### config.mk
export PLATFORM = sky130hd
export DESIGN_NAME = pc_fetch_sequencer_flat
export DESIGN_NICKNAME = d
export VERILOG_FILES = /design/src/rtl/pc_fetch_sequencer_pkg.sv /design/src/rtl/pc_fetch_sequencer_if.sv /design/src/rtl/pc_fetch_sequencer_next_sel.sv /design/src/rtl/pc_fetch_sequencer.sv /design/src/flat_wrapper.sv
export SDC_FILE = /design/constraint.sdc
export NUM_CORES = 1
export LEC_CHECK = 0
export BUFFER_PORTS_ARGS = -buffer_cell sky130_fd_sc_hd__buf_2
export CORE_MARGIN = 1
export CORE_UTILIZATION = 46
export CTS_CLUSTER_DIAMETER = 150
export DETAILED_ROUTE_END_ITERATION = 6
export GPL_ROUTABILITY_DRIVEN = 0
export PLACE_DENSITY = 0.83
export SLEW_MARGIN = 20
export SYNTH_ARGS = -nofsm -noshare
export SYNTH_HDL_FRONTEND = slang
export SYNTH_SLANG_ARGS = --single-unit
### constraint.sdc
create_clock -name clk -period 3.06 [get_ports clk]
set_input_delay 0.918 -clock clk [delete_from_list [all_inputs] [get_ports clk]]
set_output_delay 0.918 -clock clk [all_outputs]
set_load 0.01 [all_outputs]
### src/rtl/pc_fetch_sequencer_pkg.sv
// Shared types and constants for the RV32 PC / instruction-fetch sequencer.
package pc_seq_pkg;

    localparam int unsigned PC_STEP    = 4;
    localparam int unsigned ALIGN_MASK = 3;

    typedef enum logic [1:0] {
        BOOT  = 2'd0,
        FETCH = 2'd1,
        EXEC  = 2'd2,
        HOLD  = 2'd3
    } state_t;

    typedef enum logic [1:0] {
        SEL_SEQ = 2'd0,
        SEL_BR  = 2'd1,
        SEL_JMP = 2'd2
    } next_sel_t;

endpackage

### src/rtl/pc_fetch_sequencer_if.sv
// Fetch-side bundle: redirect inputs, imem handshake and decode-facing PC outputs.
interface pc_fetch_sequencer_if #(
    parameter int unsigned ADDR_W = 8
);
    logic              stall;
    logic              branch_taken;
    logic [ADDR_W-1:0] branch_target;
    logic              jump;
    logic [ADDR_W-1:0] jump_target;
    logic              imem_req;
    logic [ADDR_W-1:0] imem_addr;
    logic              imem_ack;
    logic              instr_valid;
    logic [ADDR_W-1:0] pc_out;
    logic [ADDR_W-1:0] pc_plus4;
    logic              misalign_err;

    modport master (
        input  stall, branch_taken, branch_target, jump, jump_target, imem_ack,
        output imem_req, imem_addr, instr_valid, pc_out, pc_plus4, misalign_err
    );

    modport slave (
        output stall, branch_taken, branch_target, jump, jump_target, imem_ack,
        input  imem_req, imem_addr, instr_valid, pc_out, pc_plus4, misalign_err
    );

endinterface

### src/rtl/pc_fetch_sequencer_next_sel.sv
// Next-PC priority mux (jump > branch > sequential), +4 adder and target alignment.
// Optional feature macro: MISALIGN_TRAP_EN (misaligned redirect traps to TRAP_VEC).
module pc_next_sel
    import pc_seq_pkg::*;
#(
    parameter int unsigned ADDR_W = 8
`ifdef MISALIGN_TRAP_EN
    ,
    parameter logic [ADDR_W-1:0] TRAP_VEC = ADDR_W'('hF0)
`endif
) (
    input  logic [ADDR_W-1:0] i_pc_plus4,
    input  logic              i_branch_taken,
    input  logic [ADDR_W-1:0] i_branch_target,
    input  logic              i_jump,
    input  logic [ADDR_W-1:0] i_jump_target,
    output logic [ADDR_W-1:0] o_next_pc_c,
    output logic [ADDR_W-1:0] o_next_pc_plus4_c,
    output logic              o_misalign_c
);

    next_sel_t         w_sel;
    logic [ADDR_W-1:0] w_target;

    always_comb begin
        w_sel = SEL_SEQ;
        if (i_jump) begin
            w_sel = SEL_JMP;
        end else if (i_branch_taken) begin
            w_sel = SEL_BR;
        end
    end

    always_comb begin
        w_target = i_pc_plus4;
        case (w_sel)
            SEL_JMP: w_target = i_jump_target;
            SEL_BR:  w_target = i_branch_target;
            default: w_target = i_pc_plus4;
        endcase
    end

`ifdef MISALIGN_TRAP_EN
    logic w_is_redirect;

    assign w_is_redirect = (w_sel != SEL_SEQ);
    assign o_misalign_c  = w_is_redirect && ((w_target & ADDR_W'(ALIGN_MASK)) != '0);
    assign o_next_pc_c   = o_misalign_c ? TRAP_VEC : w_target;
`else
    // Low bits are dropped; the sequential path is already aligned so this only bites redirects.
    assign o_misalign_c  = 1'b0;
    assign o_next_pc_c   = w_target & ~ADDR_W'(ALIGN_MASK);
`endif

    assign o_next_pc_plus4_c = o_next_pc_c + ADDR_W'(PC_STEP);

endmodule

### src/rtl/pc_fetch_sequencer.sv
// PC register and fetch FSM (BOOT/FETCH/EXEC/HOLD) with req/ack imem handshake.
// Optional feature macro: MISALIGN_TRAP_EN (adds TRAP_VEC and sticky misalign_err).
module pc_fetch_sequencer
    import pc_seq_pkg::*;
#(
    parameter int unsigned       ADDR_W   = 8,
    parameter logic [ADDR_W-1:0] RESET_PC = ADDR_W'('h00)
`ifdef MISALIGN_TRAP_EN
    ,
    parameter logic [ADDR_W-1:0] TRAP_VEC = ADDR_W'('hF0)
`endif
) (
    input  logic                 clk,
    input  logic                 reset,
    pc_fetch_sequencer_if.master bus
);

    state_t            r_state;
    state_t            w_state_next;
    logic              w_load;
    logic [ADDR_W-1:0] r_pc;
    logic [ADDR_W-1:0] r_pc_plus4;
    logic [ADDR_W-1:0] w_next_pc;
    logic [ADDR_W-1:0] w_next_pc_plus4;
    logic              w_misalign;
    logic              r_imem_req;
    logic              r_instr_valid;
    logic              r_misalign_err;

    pc_next_sel #(
        .ADDR_W   (ADDR_W)
`ifdef MISALIGN_TRAP_EN
        ,
        .TRAP_VEC (TRAP_VEC)
`endif
    ) u_next_sel (
        .i_pc_plus4        (r_pc_plus4),
        .i_branch_taken    (bus.branch_taken),
        .i_branch_target   (bus.branch_target),
        .i_jump            (bus.jump),
        .i_jump_target     (bus.jump_target),
        .o_next_pc_c       (w_next_pc),
        .o_next_pc_plus4_c (w_next_pc_plus4),
        .o_misalign_c      (w_misalign)
    );

    always_ff @(posedge clk) begin
        if (reset) begin
            r_state <= BOOT;
        end else begin
            r_state <= w_state_next;
        end
    end

    // Redirects only take effect on the cycle that leaves EXEC/HOLD (w_load).
    always_comb begin
        w_state_next = r_state;
        w_load       = 1'b0;
        case (r_state)
            BOOT: begin
                w_state_next = FETCH;
            end
            FETCH: begin
                if (bus.imem_ack) begin
                    w_state_next = EXEC;
                end
            end
            EXEC, HOLD: begin
                if (bus.stall) begin
                    w_state_next = HOLD;
                end else begin
                    w_load       = 1'b1;
                    w_state_next = FETCH;
                end
            end
            default: begin
                w_state_next = BOOT;
            end
        endcase
    end

    // Outputs are registered from the next state so they line up with r_state.
    always_ff @(posedge clk) begin
        if (reset) begin
            r_pc           <= RESET_PC;
            r_pc_plus4     <= RESET_PC + ADDR_W'(PC_STEP);
            r_imem_req     <= 1'b0;
            r_instr_valid  <= 1'b0;
            r_misalign_err <= 1'b0;
        end else begin
            r_imem_req    <= (w_state_next == FETCH);
            r_instr_valid <= (w_state_next == EXEC);
            if (w_load) begin
                r_pc       <= w_next_pc;
                r_pc_plus4 <= w_next_pc_plus4;
            end
            if (w_load && w_misalign) begin
                r_misalign_err <= 1'b1;
            end
        end
    end

    assign bus.imem_req     = r_imem_req;
    assign bus.imem_addr    = r_pc;
    assign bus.instr_valid  = r_instr_valid;
    assign bus.pc_out       = r_pc;
    assign bus.pc_plus4     = r_pc_plus4;
    assign bus.misalign_err = r_misalign_err;

    a_addr_stable: assert property (@(posedge clk) disable iff (reset)
        (r_imem_req && !bus.imem_ack) |=> (r_imem_req && $stable(r_pc)));

    a_valid_pulse: assert property (@(posedge clk) disable iff (reset)
        r_instr_valid |=> !r_instr_valid);

endmodule
### src/flat_wrapper.sv
// flat-port wrapper written by rule: the top's interface ports become plain ports
module pc_fetch_sequencer_flat import pc_seq_pkg::*;
#(
    parameter int unsigned       ADDR_W   = 8,
    parameter logic [ADDR_W-1:0] RESET_PC = ADDR_W'('h00)

)
  (clk, reset, bus_stall, bus_branch_taken, bus_branch_target, bus_jump, bus_jump_target, bus_imem_ack, bus_imem_req, bus_imem_addr, bus_instr_valid, bus_pc_out, bus_pc_plus4, bus_misalign_err);
  pc_fetch_sequencer_if #(.ADDR_W(ADDR_W)) bus_i ();
  input  logic clk;
  input  logic reset;
  input wire logic [$bits(bus_i.stall)-1:0] bus_stall;
  input wire logic [$bits(bus_i.branch_taken)-1:0] bus_branch_taken;
  input wire logic [$bits(bus_i.branch_target)-1:0] bus_branch_target;
  input wire logic [$bits(bus_i.jump)-1:0] bus_jump;
  input wire logic [$bits(bus_i.jump_target)-1:0] bus_jump_target;
  input wire logic [$bits(bus_i.imem_ack)-1:0] bus_imem_ack;
  output wire logic [$bits(bus_i.imem_req)-1:0] bus_imem_req;
  output wire logic [$bits(bus_i.imem_addr)-1:0] bus_imem_addr;
  output wire logic [$bits(bus_i.instr_valid)-1:0] bus_instr_valid;
  output wire logic [$bits(bus_i.pc_out)-1:0] bus_pc_out;
  output wire logic [$bits(bus_i.pc_plus4)-1:0] bus_pc_plus4;
  output wire logic [$bits(bus_i.misalign_err)-1:0] bus_misalign_err;
  assign bus_i.stall = bus_stall;
  assign bus_i.branch_taken = bus_branch_taken;
  assign bus_i.branch_target = bus_branch_target;
  assign bus_i.jump = bus_jump;
  assign bus_i.jump_target = bus_jump_target;
  assign bus_i.imem_ack = bus_imem_ack;
  assign bus_imem_req = bus_i.imem_req;
  assign bus_imem_addr = bus_i.imem_addr;
  assign bus_instr_valid = bus_i.instr_valid;
  assign bus_pc_out = bus_i.pc_out;
  assign bus_pc_plus4 = bus_i.pc_plus4;
  assign bus_misalign_err = bus_i.misalign_err;
  pc_fetch_sequencer #(.ADDR_W(ADDR_W), .RESET_PC(RESET_PC)) u_core (.clk(clk), .reset(reset), .bus(bus_i));
endmodule
======== After elaboration in Yosys (flattened, before gate mapping) ========
Cells that the tools add are included.
cells by class
  equality and inequality tests ........... 7
  $add $sub $neg .......................... 1
  multiplexer cells ....................... 8
  reduce and logical (&&, ||, !) cells .... 2
operators by type and width
  operator                                                               count
  8-bit case mux with 2 select lines                                     1
  8-bit by 3-bit adder with 8-bit output, second input constant          1
  2-bit equality test, second input constant                             4
  2-bit by 1-bit equality test with 1-bit output, second input constant  3
  2-bit 2-to-1 mux                                                       3
  2-bit case mux with 3 select lines                                     1
  1-bit 2-to-1 mux                                                       3
  2-bit logical NOT                                                      1
  2-bit OR reduction                                                     1
storage, ports and cells
  register bits ........................... 18
  input bits .............................. 22

======== Depth between registers and ports, before layout ========
  depth in word-level cells ............... 5
  depth in mapped cells ................... 8
  mapped depth without buffers ............ 7

======== By module ========
Synthesis repeated with hierarchy kept, for this count alone.
second synthesis, totals
  cell total of the unflattened synthesis .. 130
  area total of the unflattened synthesis .. 1233.7 sq um
by module, submodules not included
  module              instances  sequential area each (sq um)  cells each  area each (sq um)
  pc_fetch_sequencer  1          420.4                         96          955.9
  pc_next_sel         1          0.0                           34          277.8

======== Worst setup path after synthesis ========
Ideal clock, no wire load.
  path kind ............................... in2reg
  start ................................... input bus_branch_taken
  end ..................................... register u_core.r_pc_plus4[6], in the netlist u_core.bus.pc_plus4[6]
  setup time .............................. 91 ps
  path buffers ............................ 1
  arrival ................................. 2177 ps
  path slack .............................. 792 ps
  stages on the path ...................... 8
  cell sequence ........................... buf_6 > mux2_1 > mux2i_1 > inv_1 > ha_1 > nand2_1 > o21ai_0 > a311oi_1
between the ends
  word-level cells in the longest chain between the ends .. 5
  elaborated cells on any way between the ends .. 6
ends and longest elaborated chain
  element                                                                                RTL line                           text
  start: declaration                                                                     flat_wrapper.sv:13                 input wire logic [$bits(bus_i.branch_taken)-1:0] bus_branch_taken;
  1-bit 2-to-1 mux *                                                                     pc_fetch_sequencer_next_sel.sv:29  end else if (i_branch_taken) begin
  2-bit 2-to-1 mux *                                                                     pc_fetch_sequencer_next_sel.sv:27  if (i_jump) begin
  2-bit by 1-bit equality test with 1-bit output or 2-bit equality test (tied branches)  pc_fetch_sequencer_next_sel.sv:36  case (w_sel)
  8-bit case mux with 2 select lines *                                                   pc_fetch_sequencer_next_sel.sv:36
  8-bit by 3-bit adder with 8-bit output *                                               pc_fetch_sequencer_next_sel.sv:55  assign o_next_pc_plus4_c = o_next_pc_c + ADDR_W'(PC_STEP);
  end signal: assignment                                                                 pc_fetch_sequencer.sv:86           r_pc_plus4 <= RESET_PC + ADDR_W'(PC_STEP);
  end signal: assignment                                                                 pc_fetch_sequencer.sv:95           r_pc_plus4 <= w_next_pc_plus4;
  end: declaration                                                                       pc_fetch_sequencer.sv:22           logic [ADDR_W-1:0] r_pc_plus4;
Mark *: on every way between the ends. The rest lies on a longest branch, timed or not.
A chain may end at the register's enable or synchronous reset.

======== Final worst setup path ========
  start ................................... input bus_branch_taken
  end ..................................... register u_core.r_pc_plus4[4], in the netlist u_core.bus.pc_plus4[4]
between the ends
  word-level cells in the longest chain between the ends .. 5
  elaborated cells on any way between the ends .. 6
ends and longest elaborated chain
  element                                                                                RTL line                           text
  1-bit 2-to-1 mux *                                                                     pc_fetch_sequencer_next_sel.sv:29
  2-bit 2-to-1 mux *                                                                     pc_fetch_sequencer_next_sel.sv:27
  2-bit by 1-bit equality test with 1-bit output or 2-bit equality test (tied branches)  pc_fetch_sequencer_next_sel.sv:36
  8-bit case mux with 2 select lines *                                                   pc_fetch_sequencer_next_sel.sv:36
  via u_core.u_next_sel.o_next_pc_c[2]                                                   pc_fetch_sequencer_next_sel.sv:17  output logic [ADDR_W-1:0] o_next_pc_c,
  8-bit by 3-bit adder with 8-bit output *                                               pc_fetch_sequencer_next_sel.sv:55
Mark *: on every way through the listed nets, which the timed path passes. The rest lies on a longest branch.

==> impl_metrics.py <==
metrics = {
    "run_status": {
        "run_status": "completed",
    },
    "power": {
        "combPwrFrac": 0.180,
        "seqPwrFrac": 0.506,
        "netSwitchingPower_uw": 113,
        "switching_share": 0.259,
        "pwr-share-clk": 0.314,
        "internal-power_uw": 323,
        "total_power_uw": 436,
        "vdd_drop_max_mv": 0.265,
        "power_density_nw_per_um2": 423,
        "power_leakage_uw": 0.000513,
    },
    "clock_tree": {
        "cts_buffer_depth": 2,
        "clock-sinks": 16,
        "clk_latency_ns": 0.28,
        "cts_max_level": 1,
        "cts-resized-gates": 0,
        "path_clk_slew_ns": 0.09,
        "cts_root_buf": "clkbuf_4",
        "cts_tree": "yes",
        "cts_hold_buffers": 0,
        "post_cts_buffers": 0,
        "cts_inserted_buffers": 3,
    },
    "setup_path": {
        "regToRegSetupSlack_ns": 1.38,
        "reg2reg_from": "u_core.bus.pc_plus4[2]$_SDFFE_PP1P_",
        "worstSetupStartpointType": "input port",
        "r2r-end": "u_core.bus.pc_plus4[4]$_SDFFE_PP0P_",
        "crit_arrival_ns": 2.42,
        "critical_path.max_fanout": 6,
        "r2r_cells": 6,
        "crit_required_ns": 3.26,
        "end_kind": "register",
        "path_class": "in2reg",
    },
    "hold_path": {
        "hp-start": "u_core.r_state[0]$_SDFF_PP0_",
        "hold_depth": 2,
        "holdPathEnd": "u_core.bus.instr_valid$_SDFF_PP0_",
        "hold_path.class": "reg2reg",
    },
    "drt": {
        "viasPerCell": 4.68,
        "drt_iter0_drc": 10,
        "first_pass_iters": 4,
        "num_vias": 735,
        "wl_per_cell_um": 10.1,
        "drc_errors": 0,
        "ant_nets": 0,
        "routed_wl_um": 1590,
    },
    "floorplanning": {
        "dieArea_um2": 2080,
        "ios": 49,
        "die_h_um": 45.6,
        "start_util": 0.496,
        "die_x_um": 45.6,
        "coreArea_um2": 1760,
        "fp-row-count": 15,
    },
    "finish": {
        "final_cells": 157,
        "syn2layout_area_growth_pct": 17.7,
        "design_area_um2": 1030,
        "drive_above_1_share": 0.364,
        "nets": 156,
        "n_antenna_cell": 0,
    },
    "synth": {
        "synth_top_area_cell": "dfxtp_1",
        "synth_edf_count": 0,
        "synth-main-ff-cell": "dfxtp_1",
        "ys_async_sr_fraction": 0,
        "syn_inst": 102,
        "avgSynthCellArea_um2": 8.59,
        "ys_warn_count": 0,
        "synth_area_leaders": "dfxtp_1 37%, buf_4 12%, nor2_1 6.4%",
        "synth_cell_types": 31,
        "synth-seq-cells": 16,
        "yosys.area.top_type_share": 0.366,
        "syn_area_um2": 876,
        "synth_seq_area_share": 0.366,
    },
    "sta": {
        "rsz0062_at_grt": "no",
        "timing_hold_violations_final": 0,
        "finalSetupTns_ns": 0,
        "holdWs_ns": 0.451,
        "setup_viol": 0,
        "period_needed_ns": 2.22,
        "maxSlewViolCount": 0,
        "relSlewSlack": 0.659,
        "skew_ns": 0.00417,
        "tightestPinTransition_ns": 0.506,
        "fmax_mhz": 450,
        "finalCritPeriodShare": 0.726,
    },
    "grt": {
        "grt_pass1_wl_um": 2240,
        "track_usage": 0.154,
        "grt_max_degree": 17,
        "grt_overflow": 0,
        "grt_pass1_vias": 526,
        "antenna_found_initial": 0,
    },
    "placement": {
        "io_buffers": 37,
        "dp_cells": 153,
        "place_area_um2": 995,
    },
    "flow_run": {
        "max-cap-violations": 0,
    },
}
==> layout make-up <==
class / count / area [um2]
Timing Repair Buffer: 38 / 193
Multi-Input combinational cell: 72 / 443
Inverter: 2 / 7.51
Clock buffer: 4 / 36.3
Sequential cell: 16 / 320
Tap cell: 25 / 31.3
Fill cell: 177 / 733
==> Yosys cell counts (2+ instances only) <==
master     n
dfxtp_1   16
nor2_1    15
buf_4     14
nand2_1   13
a21oi_1    8
mux2i_1    4
clkbuf_1   3
o21ai_0    3
a211oi_1   2
inv_1      2
nor2b_1    2
==> cell families after synthesis <==
family / after synthesis / share of synthesized area
buf+inv: 20 / 0.154
xor+xnor: 2 / 0.0200
simple gates: 35 / 0.171
flops: 16 / 0.366
fa+ha+maj: 1 / 0.0143
other cells: 1 / 0.00428
compound gates: 18 / 0.140
mux: 9 / 0.130
==> placed cells by master (no fill, tap or decap) <==
| cell type | n |
|---|---|
| mux2_1 | 1 |
| nand2b_1 | 1 |
| o211a_1 | 1 |
| mux2i_4 | 1 |
| xnor2_1 | 1 |
| nor3_2 | 1 |
| o21bai_1 | 1 |
| a311oi_1 | 1 |
| xor2_1 | 1 |
| mux2_2 | 1 |
| mux2_4 | 1 |
| mux2i_2 | 1 |
| nand2_1 | 13 |
| dfxtp_1 | 16 |
| buf_4 | 1 |
| nor3_1 | 1 |
| or3_1 | 1 |
| o21ai_4 | 1 |
| inv_1 | 2 |
| nor2_1 | 15 |
| clkbuf_8 | 1 |
| ha_1 | 1 |
| nor2b_1 | 2 |
| o21ai_0 | 3 |
| a311o_1 | 1 |
| conb_1 | 7 |
| buf_2 | 37 |
| a211oi_1 | 2 |
| nand3_1 | 1 |
| a21oi_1 | 8 |
| clkbuf_4 | 3 |
| mux2i_1 | 4 |
==> metrics by stage <==
step                setup WS (ns)   util
floorplan                   0.792      -
global placement            0.587  0.564
detailed placement          0.523  0.564
CTS                         0.826  0.584
global route                0.792  0.584
finish                      0.839  0.584
==> how the worst max path moves through the flow <==
stage          slack [ns]              from  cells after the start                             endpoint
2_1_floorplan        0.79  bus_branch_taken                      8  u_core.bus.pc_plus4[6]$_SDFFE_PP0P_
3_3_place_gp         0.59  bus_branch_taken                      8  u_core.bus.pc_plus4[6]$_SDFFE_PP0P_
3_5_place_dp         0.52  bus_branch_taken                      7  u_core.bus.pc_plus4[4]$_SDFFE_PP0P_
4_1_cts              0.83  bus_branch_taken                      7  u_core.bus.pc_plus4[4]$_SDFFE_PP0P_
5_1_grt              0.79  bus_branch_taken                      7  u_core.bus.pc_plus4[4]$_SDFFE_PP0P_
6_report             0.84  bus_branch_taken                      7  u_core.bus.pc_plus4[4]$_SDFFE_PP0P_
==> metal layers <==
metal	GRT usage	vias up	part of all wire
li1	-	382	-
met1	0.200	315	0.46
met2	0.223	34	0.42
met3	0.0317	4	0.088
met4	0.109	0	0.025
met5	0	-	0
==> flip-flops by register name, summed over array words and instances (netlist names) <==
register and cells:
u_core.bus.imem_req 1, u_core.bus.instr_valid 1, u_core.r_state 2, u_core.bus.pc_plus4 6, u_core.bus.imem_addr 6
==> power groups by stage <==
| stage | clock network (uW) | logic (uW) | registers [uW] |
|---|---|---|---|
| after floorplan | 0 | 59.9 | 228 |
| after global placement | 0 | 77.2 | 225 |
| after detailed placement | 0 | 78.8 | 226 |
| after CTS | 142 | 79.0 | 221 |
| after global routing | 153 | 87.1 | 222 |
| final | 137 | 78.5 | 221 |
==> worst max-delay path, stage by stage <==
cell and delay [ns]:
buf_2 0.19, mux2_4 0.32, mux2i_2 0.26, inv_1 0.09, ha_1 0.23, xor2_1 0.16
a211oi_1 0.25
No activity file was read; power rests on OpenSTA's default activity.
